[config.mk]
export PLATFORM = sky130hd
export DESIGN_NAME = multi_shift_register
export DESIGN_NICKNAME = d
export VERILOG_FILES = /design/src/rtl/multi_shift_register.sv
export SDC_FILE = /design/constraint.sdc
export NUM_CORES = 1
export LEC_CHECK = 0
export BUFFER_PORTS_ARGS = -buffer_cell sky130_fd_sc_hd__buf_2
export CORE_ASPECT_RATIO = 0.6
export CORE_MARGIN = 4
export CORE_UTILIZATION = 40
export DETAILED_ROUTE_END_ITERATION = 10
export HOLD_SLACK_MARGIN = 0.12
export PLACE_DENSITY_LB_ADDON = 0.12
export SLEW_MARGIN = 20
export SYNTH_ARGS = -nofsm -noshare
export SYNTH_HDL_FRONTEND = slang
export SYNTH_SLANG_ARGS = --single-unit
[constraint.sdc]
create_clock -name clk -period 3.1 [get_ports clk]
set_input_delay 0.465 -clock clk [delete_from_list [all_inputs] [get_ports clk]]
set_output_delay 0.465 -clock clk [all_outputs]
set_load 0.005 [all_outputs]
[src/rtl/multi_shift_register.sv]
// Width-generic accumulator/shift register with clear, load, inc/dec (optional clamp)
// and multi-bit shifts/rotates executed one bit per clock with a busy/done handshake.
module multi_shift_register #(
    parameter int WIDTH    = 8,
    parameter int AMT_W    = 3,
    parameter int SATURATE = 0
) (
    input  logic             clk,
    input  logic             rst_n,
    input  logic             cl,
    input  logic             ld,
    input  logic             inc,
    input  logic             dec,
    input  logic             sr,
    input  logic             sl,
    input  logic             rot,
    input  logic             ir,
    input  logic             il,
    input  logic [AMT_W-1:0] amt,
    input  logic [WIDTH-1:0] in,
    output logic [WIDTH-1:0] out,
    output logic             carry,
    output logic             zero,
    output logic             busy,
    output logic             done
);

    typedef enum logic {IDLE, SHIFT} state_t;

    state_t             r_state;
    logic [WIDTH-1:0]   r_out;
    logic               r_carry;
    logic               r_busy;
    logic               r_done;
    logic [AMT_W-1:0]   r_rem;
    logic               r_left;
    logic               r_rot;
    logic               r_fill;

    logic               w_new_left;
    logic               w_new_fill;
    logic [WIDTH:0]     w_step_new;
    logic [WIDTH:0]     w_step_cont;
    logic [WIDTH:0]     w_inc;
    logic [WIDTH:0]     w_dec;
    logic               w_all_ones;
    logic               w_is_zero;

    // One single-bit step; result is {shifted-out bit, new value}.
    function automatic logic [WIDTH:0] step_bit(input logic [WIDTH-1:0] v,
                                                input logic left,
                                                input logic do_rot,
                                                input logic fill);
        logic f;
        if (left) begin
            f = do_rot ? v[WIDTH-1] : fill;
            return {v[WIDTH-1], v[WIDTH-2:0], f};
        end else begin
            f = do_rot ? v[0] : fill;
            return {v[0], f, v[WIDTH-1:1]};
        end
    endfunction

    // sr outranks sl, so a simultaneous request is treated as a right shift.
    assign w_new_left  = ~sr;
    assign w_new_fill  = sr ? ir : il;
    assign w_step_new  = step_bit(r_out, w_new_left, rot, w_new_fill);
    assign w_step_cont = step_bit(r_out, r_left, r_rot, r_fill);

    // The extra top bit doubles as carry (all-ones) and borrow (zero).
    assign w_inc      = {1'b0, r_out} + (WIDTH+1)'(1);
    assign w_dec      = {1'b0, r_out} - (WIDTH+1)'(1);
    assign w_all_ones = &r_out;
    assign w_is_zero  = (r_out == '0);

    always_ff @(posedge clk or negedge rst_n) begin
        if (!rst_n) begin
            r_state <= IDLE;
            r_out   <= '0;
            r_carry <= 1'b0;
            r_busy  <= 1'b0;
            r_done  <= 1'b0;
            r_rem   <= '0;
            r_left  <= 1'b0;
            r_rot   <= 1'b0;
            r_fill  <= 1'b0;
        end else begin
            r_done <= 1'b0;
            case (r_state)
                IDLE: begin
                    if (cl) begin
                        r_out   <= '0;
                        r_carry <= 1'b0;
                    end else if (ld) begin
                        r_out   <= in;
                        r_carry <= 1'b0;
                    end else if (inc) begin
                        if (SATURATE != 0 && w_all_ones) begin
                            r_carry <= 1'b1;
                        end else begin
                            {r_carry, r_out} <= w_inc;
                        end
                    end else if (dec) begin
                        if (SATURATE != 0 && w_is_zero) begin
                            r_carry <= 1'b1;
                        end else begin
                            {r_carry, r_out} <= w_dec;
                        end
                    end else if (sr || sl) begin
                        if (amt == '0) begin
                            r_done <= 1'b1;
                        end else begin
                            {r_carry, r_out} <= w_step_new;
                            if (amt == AMT_W'(1)) begin
                                r_done <= 1'b1;
                            end else begin
                                r_rem   <= amt - AMT_W'(1);
                                r_left  <= w_new_left;
                                r_rot   <= rot;
                                r_fill  <= w_new_fill;
                                r_busy  <= 1'b1;
                                r_state <= SHIFT;
                            end
                        end
                    end
                end
                SHIFT: begin
                    if (cl) begin
                        r_out   <= '0;
                        r_carry <= 1'b0;
                        r_busy  <= 1'b0;
                        r_rem   <= '0;
                        r_state <= IDLE;
                    end else begin
                        {r_carry, r_out} <= w_step_cont;
                        r_rem <= r_rem - AMT_W'(1);
                        if (r_rem == AMT_W'(1)) begin
                            r_busy  <= 1'b0;
                            r_done  <= 1'b1;
                            r_state <= IDLE;
                        end
                    end
                end
                default: r_state <= IDLE;
            endcase
        end
    end

    assign out   = r_out;
    assign carry = r_carry;
    assign zero  = (r_out == '0);
    assign busy  = r_busy;
    assign done  = r_done;

endmodule

==> impl_metrics.env, run 1 <==
export IMPL_cts_setup_buffers=0
export IMPL_drive_gt1_share_pct=18.3
export IMPL_total_power_mw=0.855
export IMPL_grt_pass1_wl_microns=8320
export IMPL_wl_per_cell_microns=17.4
export IMPL_tritoncts="built"
export IMPL_portBuffers=33
export IMPL_diodes=0
export IMPL_initial_utilization_pct=42.1
export IMPL_fin_crit_ns=2.13
export IMPL_r2r_cells=5
export IMPL_synth_nets=249
export IMPL_grtUsageMet3_pct=3.81
export IMPL_r2r_end="out[7]"
export IMPL_grt_pass1_vias=1547
export IMPL_final_nets=271
export IMPL_synthDistinctLibCells=48
export IMPL_row_count=18
export IMPL_fin_crit_sh_pct=68.8
export IMPL_vias=1730
export IMPL_clkTransAtPathRegs_ns=0.07
export IMPL_drt_vias_per_instance=5.77
export IMPL_netlist_area_sq_mm=0.00176
export IMPL_crit_path_end_kind="register"
export IMPL_synth_seq_cells=18
export IMPL_grtUsageTotal_pct=19.6
export IMPL_top_usage_layer="met1"
export IMPL_synthesis_yosys_warnings=0
export IMPL_post_place_ws_ns=0.974
export IMPL_yosys_area_top_type="dfrtp_1"
export IMPL_gp_congestion=0.893
export IMPL_cts_root_buf="clkbuf_8"
export IMPL_r2r_start="out[2]"
export IMPL_grtUsageMet1_pct=32.0
export IMPL_synthesis_instances=219
export IMPL_netlist_area_leader_share_pct=25.7
export IMPL_layout_setup_ws_ns=0.966
export IMPL_grt_overflow=0
export IMPL_crit_type="reg2reg"
export IMPL_ir_drop_mv=0.199
export IMPL_whs_ns=0.137
export IMPL_cts_buffers=3
export IMPL_synth_most_common_cell="nor2_1"
export IMPL_slew_headroom_pct=56.3
export IMPL_clock_sinks=18
export IMPL_clockBufferDepth=2
export IMPL_async_flop_share_pct=100
export IMPL_max_freq_ghz=0.469
export IMPL_cp_max_fo=14
export IMPL_place_hpwl_microns=3810
export IMPL_power_density_mw_per_mm2=437
export IMPL_core_area_sq_mm=0.00417
export IMPL_clock_skew_ns=0.00243
export IMPL_antenna_found_initial=0
export IMPL_worstMarginPinSlew_ns=0.656
export IMPL_synth_edf_count=0
export IMPL_hold_buffers=0
export IMPL_syn_to_final_growth_pct=11.5
export IMPL_r2r_slack_ns=0.97
export IMPL_dr_pass1_iters=4
export IMPL_dieArea_sq_mm=0.00555
export IMPL_fp_dieW_microns=93.5
export IMPL_cap_violations=0
export IMPL_rsz0062_at_grt="false"
export IMPL_worstPathArrival_ns=2.27
export IMPL_cts_resized=0
export IMPL_slew_violations=0
export IMPL_yosys_top_cells_count="21 x nor2_1, 19 x nand2_1, 18 x dfrtp_1, 18 x o21ai_0, 17 x mux2i_1"
export IMPL_fin_tns_setup_ns=0
export IMPL_crit_path_start_kind="register"
export IMPL_synth_flop_cell="dfrtp_1"
export IMPL_gr_usage_met2_pct=26.4
export IMPL_nFillCells=442
export IMPL_drc=0
export IMPL_ant_nets=0
export IMPL_synthTopCellsByArea="dfrtp_1 26%, mux2i_1 9.7%, ha_1 5.7%, o21ai_0 5.1%, nor2_1 4.5%"
export IMPL_status="finished, final reports clean"
export IMPL_final_hold_viol_count=0
export IMPL_cp_data_required_time_ns=3.23
export IMPL_final_setup_viol_count=0
export IMPL_drt_total_wl_microns=5220
export IMPL_leakage_nw=0.872
export IMPL_worstHoldPathType="in2async"
export IMPL_htreeDepth=1
export IMPL_die_h_microns=59.3
export IMPL_postSynthAreaPerCell_sq_um=8.02
export IMPL_drtIter0Drc=102
export IMPL_clock_latency_ns=0.26
export IMPL_ioPinCount=34
export IMPL_ys_seq_area_share_pct=25.7
export IMPL_dp_cells=296
export IMPL_stdcell_count=300
export IMPL_grt_max_degree=19
==> metal layers <==
layer	routed length (microns)	vias to the layer above	part of all wire [%]
li1	-	831	-
met1	2650	810	51
met2	2020	87	39
met3	527	2	10
met4	12	0	0.23
met5	0	-	0
==> area by class of cell <==
class                   instances  area, sq um  share of cell area (%)
inverters                      10         37.5                    1.92
multi-input cells             174         1170                    59.6
flip-flops and latches         18          450                    23.0
well taps                      60         75.1                    3.84
clock buffers                   4         55.1                    2.81
repair buffers                 34          173                    8.82
==> flip-flops by register name (all words and copies together), names as in the netlist <==
name and cells:
r_rot 1, r_fill 1, done 1, carry 1
out 8, r_left 1, r_rem 3, r_state 1
busy 1
==> worst max path at each step <==
stage               startpoint  endpoint  slack, ns  cells after the start
finish                  out[2]    out[7]       0.97                      5
global route            out[2]    out[7]       0.82                      5
CTS                     out[0]    out[4]       0.99                      7
detailed placement      amt[0]    out[7]       0.97                      8
global placement        out[2]    out[7]       0.95                      5
floorplan               out[0]    out[4]       1.20                      8
==> placed cells by master (no fill, tap or decap), types with 3 or more instances in the layout <==
cell,instances
buf_2,33
xnor2_1,8
mux2i_1,17
o21a_1,3
nor2_1,21
nor2b_1,3
a31oi_1,5
inv_1,10
dfrtp_1,18
o22ai_1,5
ha_1,8
nand2_1,19
clkbuf_8,4
a211oi_1,4
nand2b_1,7
nand3_1,5
o21ai_0,18
o31ai_1,3
nor3_1,4
a21oi_1,12
and3_1,3
==> power breakdown <==
group	internal, mW	switching, mW	total (mW)
combinational	0.145	0.144	0.290
sequential	0.277	0.0883	0.366
clock	0.113	0.0865	0.200
total	0.536	0.319	0.855
==> worst max-delay path: stages (launching register included) <==
cell and delay [ns]:
dfrtp_1 0.57, nor4_1 0.55, nand3b_1 0.16, xnor2_1 0.15, a2111oi_0 0.42, o22ai_1 0.15
==> per-stage QoR <==
step | util (%) | area, sq um
6_report | 47.0 | 1960
3_5_place_dp | 45.6 | 1900
2_1_floorplan | - | 1760
3_3_place_gp | 45.6 | 1900
5_1_grt | 47.0 | 1960
4_1_cts | 47.0 | 1960
==> logic make-up after synthesis <==
logic type      after synthesis  synth area share (%)
mux                          18                  10.3
simple gates                 71                  20.7
flops                        18                  25.7
xor+xnor                     10                  4.99
buf+inv                      27                  7.91
compound gates               67                  24.7
fa+ha+maj                     8                  5.70
Power figures use the tool's default switching activity.
==> run 2, diff against run 1 <==
--- a/config.mk
+++ b/config.mk
@@ -5,6 +5,7 @@
 export SDC_FILE = /design/constraint.sdc
 export NUM_CORES = 1
 export LEC_CHECK = 0
+export ABC_AREA = 1
 export BUFFER_PORTS_ARGS = -buffer_cell sky130_fd_sc_hd__buf_2
 export CORE_ASPECT_RATIO = 0.6
 export CORE_MARGIN = 4
==> constraint.sdc (replaced) <==
create_clock -name clk -period 1.8 [get_ports clk]
set_input_delay 0.27 -clock clk [delete_from_list [all_inputs] [get_ports clk]]
set_output_delay 0.27 -clock clk [all_outputs]
set_load 0.005 [all_outputs]
==> run 2 against run 1 <==
Against the previous run: global-route usage up 2.7 points; clock power up 77%; utilization up 4.1 points; register-to-register slack worse by 0.80 ns; routed wire length up 10%; hold slack better by 0.15 ns; area after synthesis up 0.86%; combinational power rose to 5.7 times the previous value; flip-flop and latch count unchanged; cell count up 26%; clock skew up 0.0059 ns; synthesized cell count up 25%.
==> impl_metrics.env, run 2 <==
export IMPL_ant_nets=0
export IMPL_drt_vias_per_instance=5.41
export IMPL_grt_overflow=0
export IMPL_fin_crit_ns=1.69
export IMPL_total_power_mw=2.79
export IMPL_cp_max_fo=7
export IMPL_portBuffers=33
export IMPL_clock_latency_ns=0.26
export IMPL_async_flop_share_pct=100
export IMPL_multi_input_area_sq_mm=0.00114
export IMPL_wl_met3_microns=597
export IMPL_synthMuxAreaShare_pct=0.848
export IMPL_synth_most_common_cell="nand2_1"
export IMPL_synthDistinctLibCells=36
export IMPL_final_hold_viol_count=0
export IMPL_diodes=0
export IMPL_worstMarginPinSlew_ns=0.462
export IMPL_leakage_nw=1.11
export IMPL_status="finished, final reports clean"
export IMPL_postSynthAreaPerCell_sq_um=6.46
export IMPL_clock_skew_ns=0.00837
export IMPL_initial_utilization_pct=42.3
export IMPL_synthesis_instances=274
export IMPL_ir_drop_mv=0.626
export IMPL_dr_pass1_iters=5
export IMPL_power_density_mw_per_mm2=1300
export IMPL_row_count=18
export IMPL_synthSimpleGateAreaFrac_pct=33.8
export IMPL_tritoncts="built"
export IMPL_top_layer="met4"
export IMPL_fin_tns_setup_ns=0
export IMPL_cap_violations=0
export IMPL_crit_path_cell_trace="nor3_2, nand2_1, nor3_1, buf_2"
export IMPL_fp_dieW_microns=93.9
export IMPL_cts_setup_buffers=0
export IMPL_ioPinCount=34
export IMPL_synthTopCellsByArea="dfrtp_1 25%, nand2_1 10%, o21ai_0 8.8%, nor2_1 8.7%, a21oi_1 8.2%"
export IMPL_synthesis_yosys_warnings=0
export IMPL_yosys_top_cells_count="49 x nand2_1, 41 x nor2_1, 31 x o21ai_0, 29 x a21oi_1, 27 x inv_1"
export IMPL_rsz0062_at_grt="false"
export IMPL_final_setup_viol_count=0
export IMPL_ys_seq_area_share_pct=25.4
export IMPL_largest_register_ffs=8
export IMPL_synth_seq_cells=18
export IMPL_layout_commonest_cell="nand2_1"
export IMPL_clockBufferDepth=2
export IMPL_drive_gt1_share_pct=23.3
export IMPL_synth_adder_area_share_pct=5.65
export IMPL_synth_xor_area_share_pct=0.989
export IMPL_worstPathArrival_ns=1.42
export IMPL_cp_slowest_cell="dfrtp_1"
export IMPL_wl_per_cell_microns=15.3
export IMPL_yosys_area_top_type="dfrtp_1"
export IMPL_crit_type="reg2out"
export IMPL_vias=2040
export IMPL_netlist_area_leader_share_pct=25.4
export IMPL_crit_path_end_kind="output pin"
export IMPL_nFillCells=447
export IMPL_final_cell_mix="49 x nand2_1, 41 x nor2_1, 33 x buf_2"
export IMPL_synth_flop_cell="dfrtp_1"
export IMPL_cts_root_buf="clkbuf_8"
export IMPL_slew_violations=0
export IMPL_dieArea_sq_mm=0.00559
export IMPL_grt_max_degree=19
export IMPL_clkTransAtPathRegs_ns=0.08
export IMPL_regArea_sq_um=452
export IMPL_netlist_area_sq_mm=0.00177
export IMPL_drtIter0Drc=190
export IMPL_grt_pass1_vias=1847
export IMPL_grt_pass1_wl_microns=9430
export IMPL_htreeDepth=1
export IMPL_slew_headroom_pct=69.2
export IMPL_worstHoldPathType="in2reg"
export IMPL_drt_total_wl_microns=5760
export IMPL_final_nets=348
export IMPL_core_area_sq_mm=0.00419
export IMPL_wl_met1_microns=3030
export IMPL_gp_congestion=0.952
export IMPL_syn_to_final_growth_pct=20.8
export IMPL_crit_path_start_kind="register"
export IMPL_synth_top_family_by_area="simple AND/OR/NAND/NOR gates"
export IMPL_die_h_microns=59.5
export IMPL_synth_compound_area_share_pct=22.8
export IMPL_max_freq_ghz=0.591
export IMPL_met2WireLength_microns=2030
export IMPL_drc=0
export IMPL_cts_buffers=3
export IMPL_synth_nets=304
export IMPL_clock_sinks=18
export IMPL_fin_crit_sh_pct=93.9
export IMPL_crit_path_max_incr_delay_ns=0.48
export IMPL_grtUsageTotal_pct=22.3
export IMPL_synth_edf_count=0
export IMPL_cp_data_required_time_ns=1.53
export IMPL_antenna_found_initial=0
export IMPL_place_hpwl_microns=4480
## run 2: worst max-delay path: cells and delay by family (launching register included)
| family | cells | cell delay [ns] |
|---|---|---|
| buf+inv | 1 | 0.14 |
| flops | 1 | 0.48 |
| simple gates | 3 | 0.54 |
## run 2: metal layers
| metal | vias up | GRT usage [%] |
|---|---|---|
| met3 | 12 | 8.50 |
| li1 | 1003 | - |
| met2 | 103 | 26.6 |
| met1 | 922 | 35.0 |
| met5 | - | 0 |
| met4 | 0 | 6.79 |
## run 2: cells by family after synthesis
group,Yosys count
flip-flops,18
XOR/XNOR,2
adder cells (fa/ha/maj),8
AO/OA/AOI/OAI,74
multiplexers,1
AND/OR/NAND/NOR,128
buffers and inverters,43
## run 2: area by class of cell
type                       instances  area share, %
timing repair buffer              50           13.8
clock buffer                       4           2.57
multi-input combinational        213           53.3
sequential                        18           21.1
inverter                          32           5.73
tap                               60           3.51
## run 2: stage by stage
stage | setup WS (ns) | cells | instance area, sq um | hold slack [ns] | util [%]
global route | 0.0120 | 377 | 2140 | 0.315 | 51.1
global placement | 0.163 | 372 | 2070 | 0.251 | 49.4
finish | 0.109 | 377 | 2140 | 0.285 | 51.1
detailed placement | 0.138 | 372 | 2070 | 0.245 | 49.4
CTS | 0.0184 | 377 | 2130 | 0.285 | 50.9
floorplan | 0.357 | 274 | 1770 | -0.0256 | -
## run 2: worst paths after layout
check / startpoint / to / slack (ns) / cells after the start
setup / recovery: out[4] / zero / 0.11 / 4
hold / removal: in[0] / out[0] / 0.28 / 3
setup reg to reg: out[0] / out[6] / 0.17 / 10
hold reg to reg: busy / busy / 0.48 / 2
max in group asynchronous: rst_n / out[2] / 0.98 / 2
min in group asynchronous: rst_n / r_left / 0.48 / 2
## run 2: where the power goes
part | leakage (nW) | internal (mW) | switching, mW
clock network | 0.0288 | 0.195 | 0.160
registers | 0.228 | 0.569 | 0.207
logic | 0.849 | 0.644 | 1.02
total | 1.11 | 1.41 | 1.38
## run 2: repair_timing
action                     in CTS  in global routing
gates resized for setup         0                  4
setup endpoints to repair       0                  3
hold endpoints to repair       18                  0
hold buffers                    1                  0
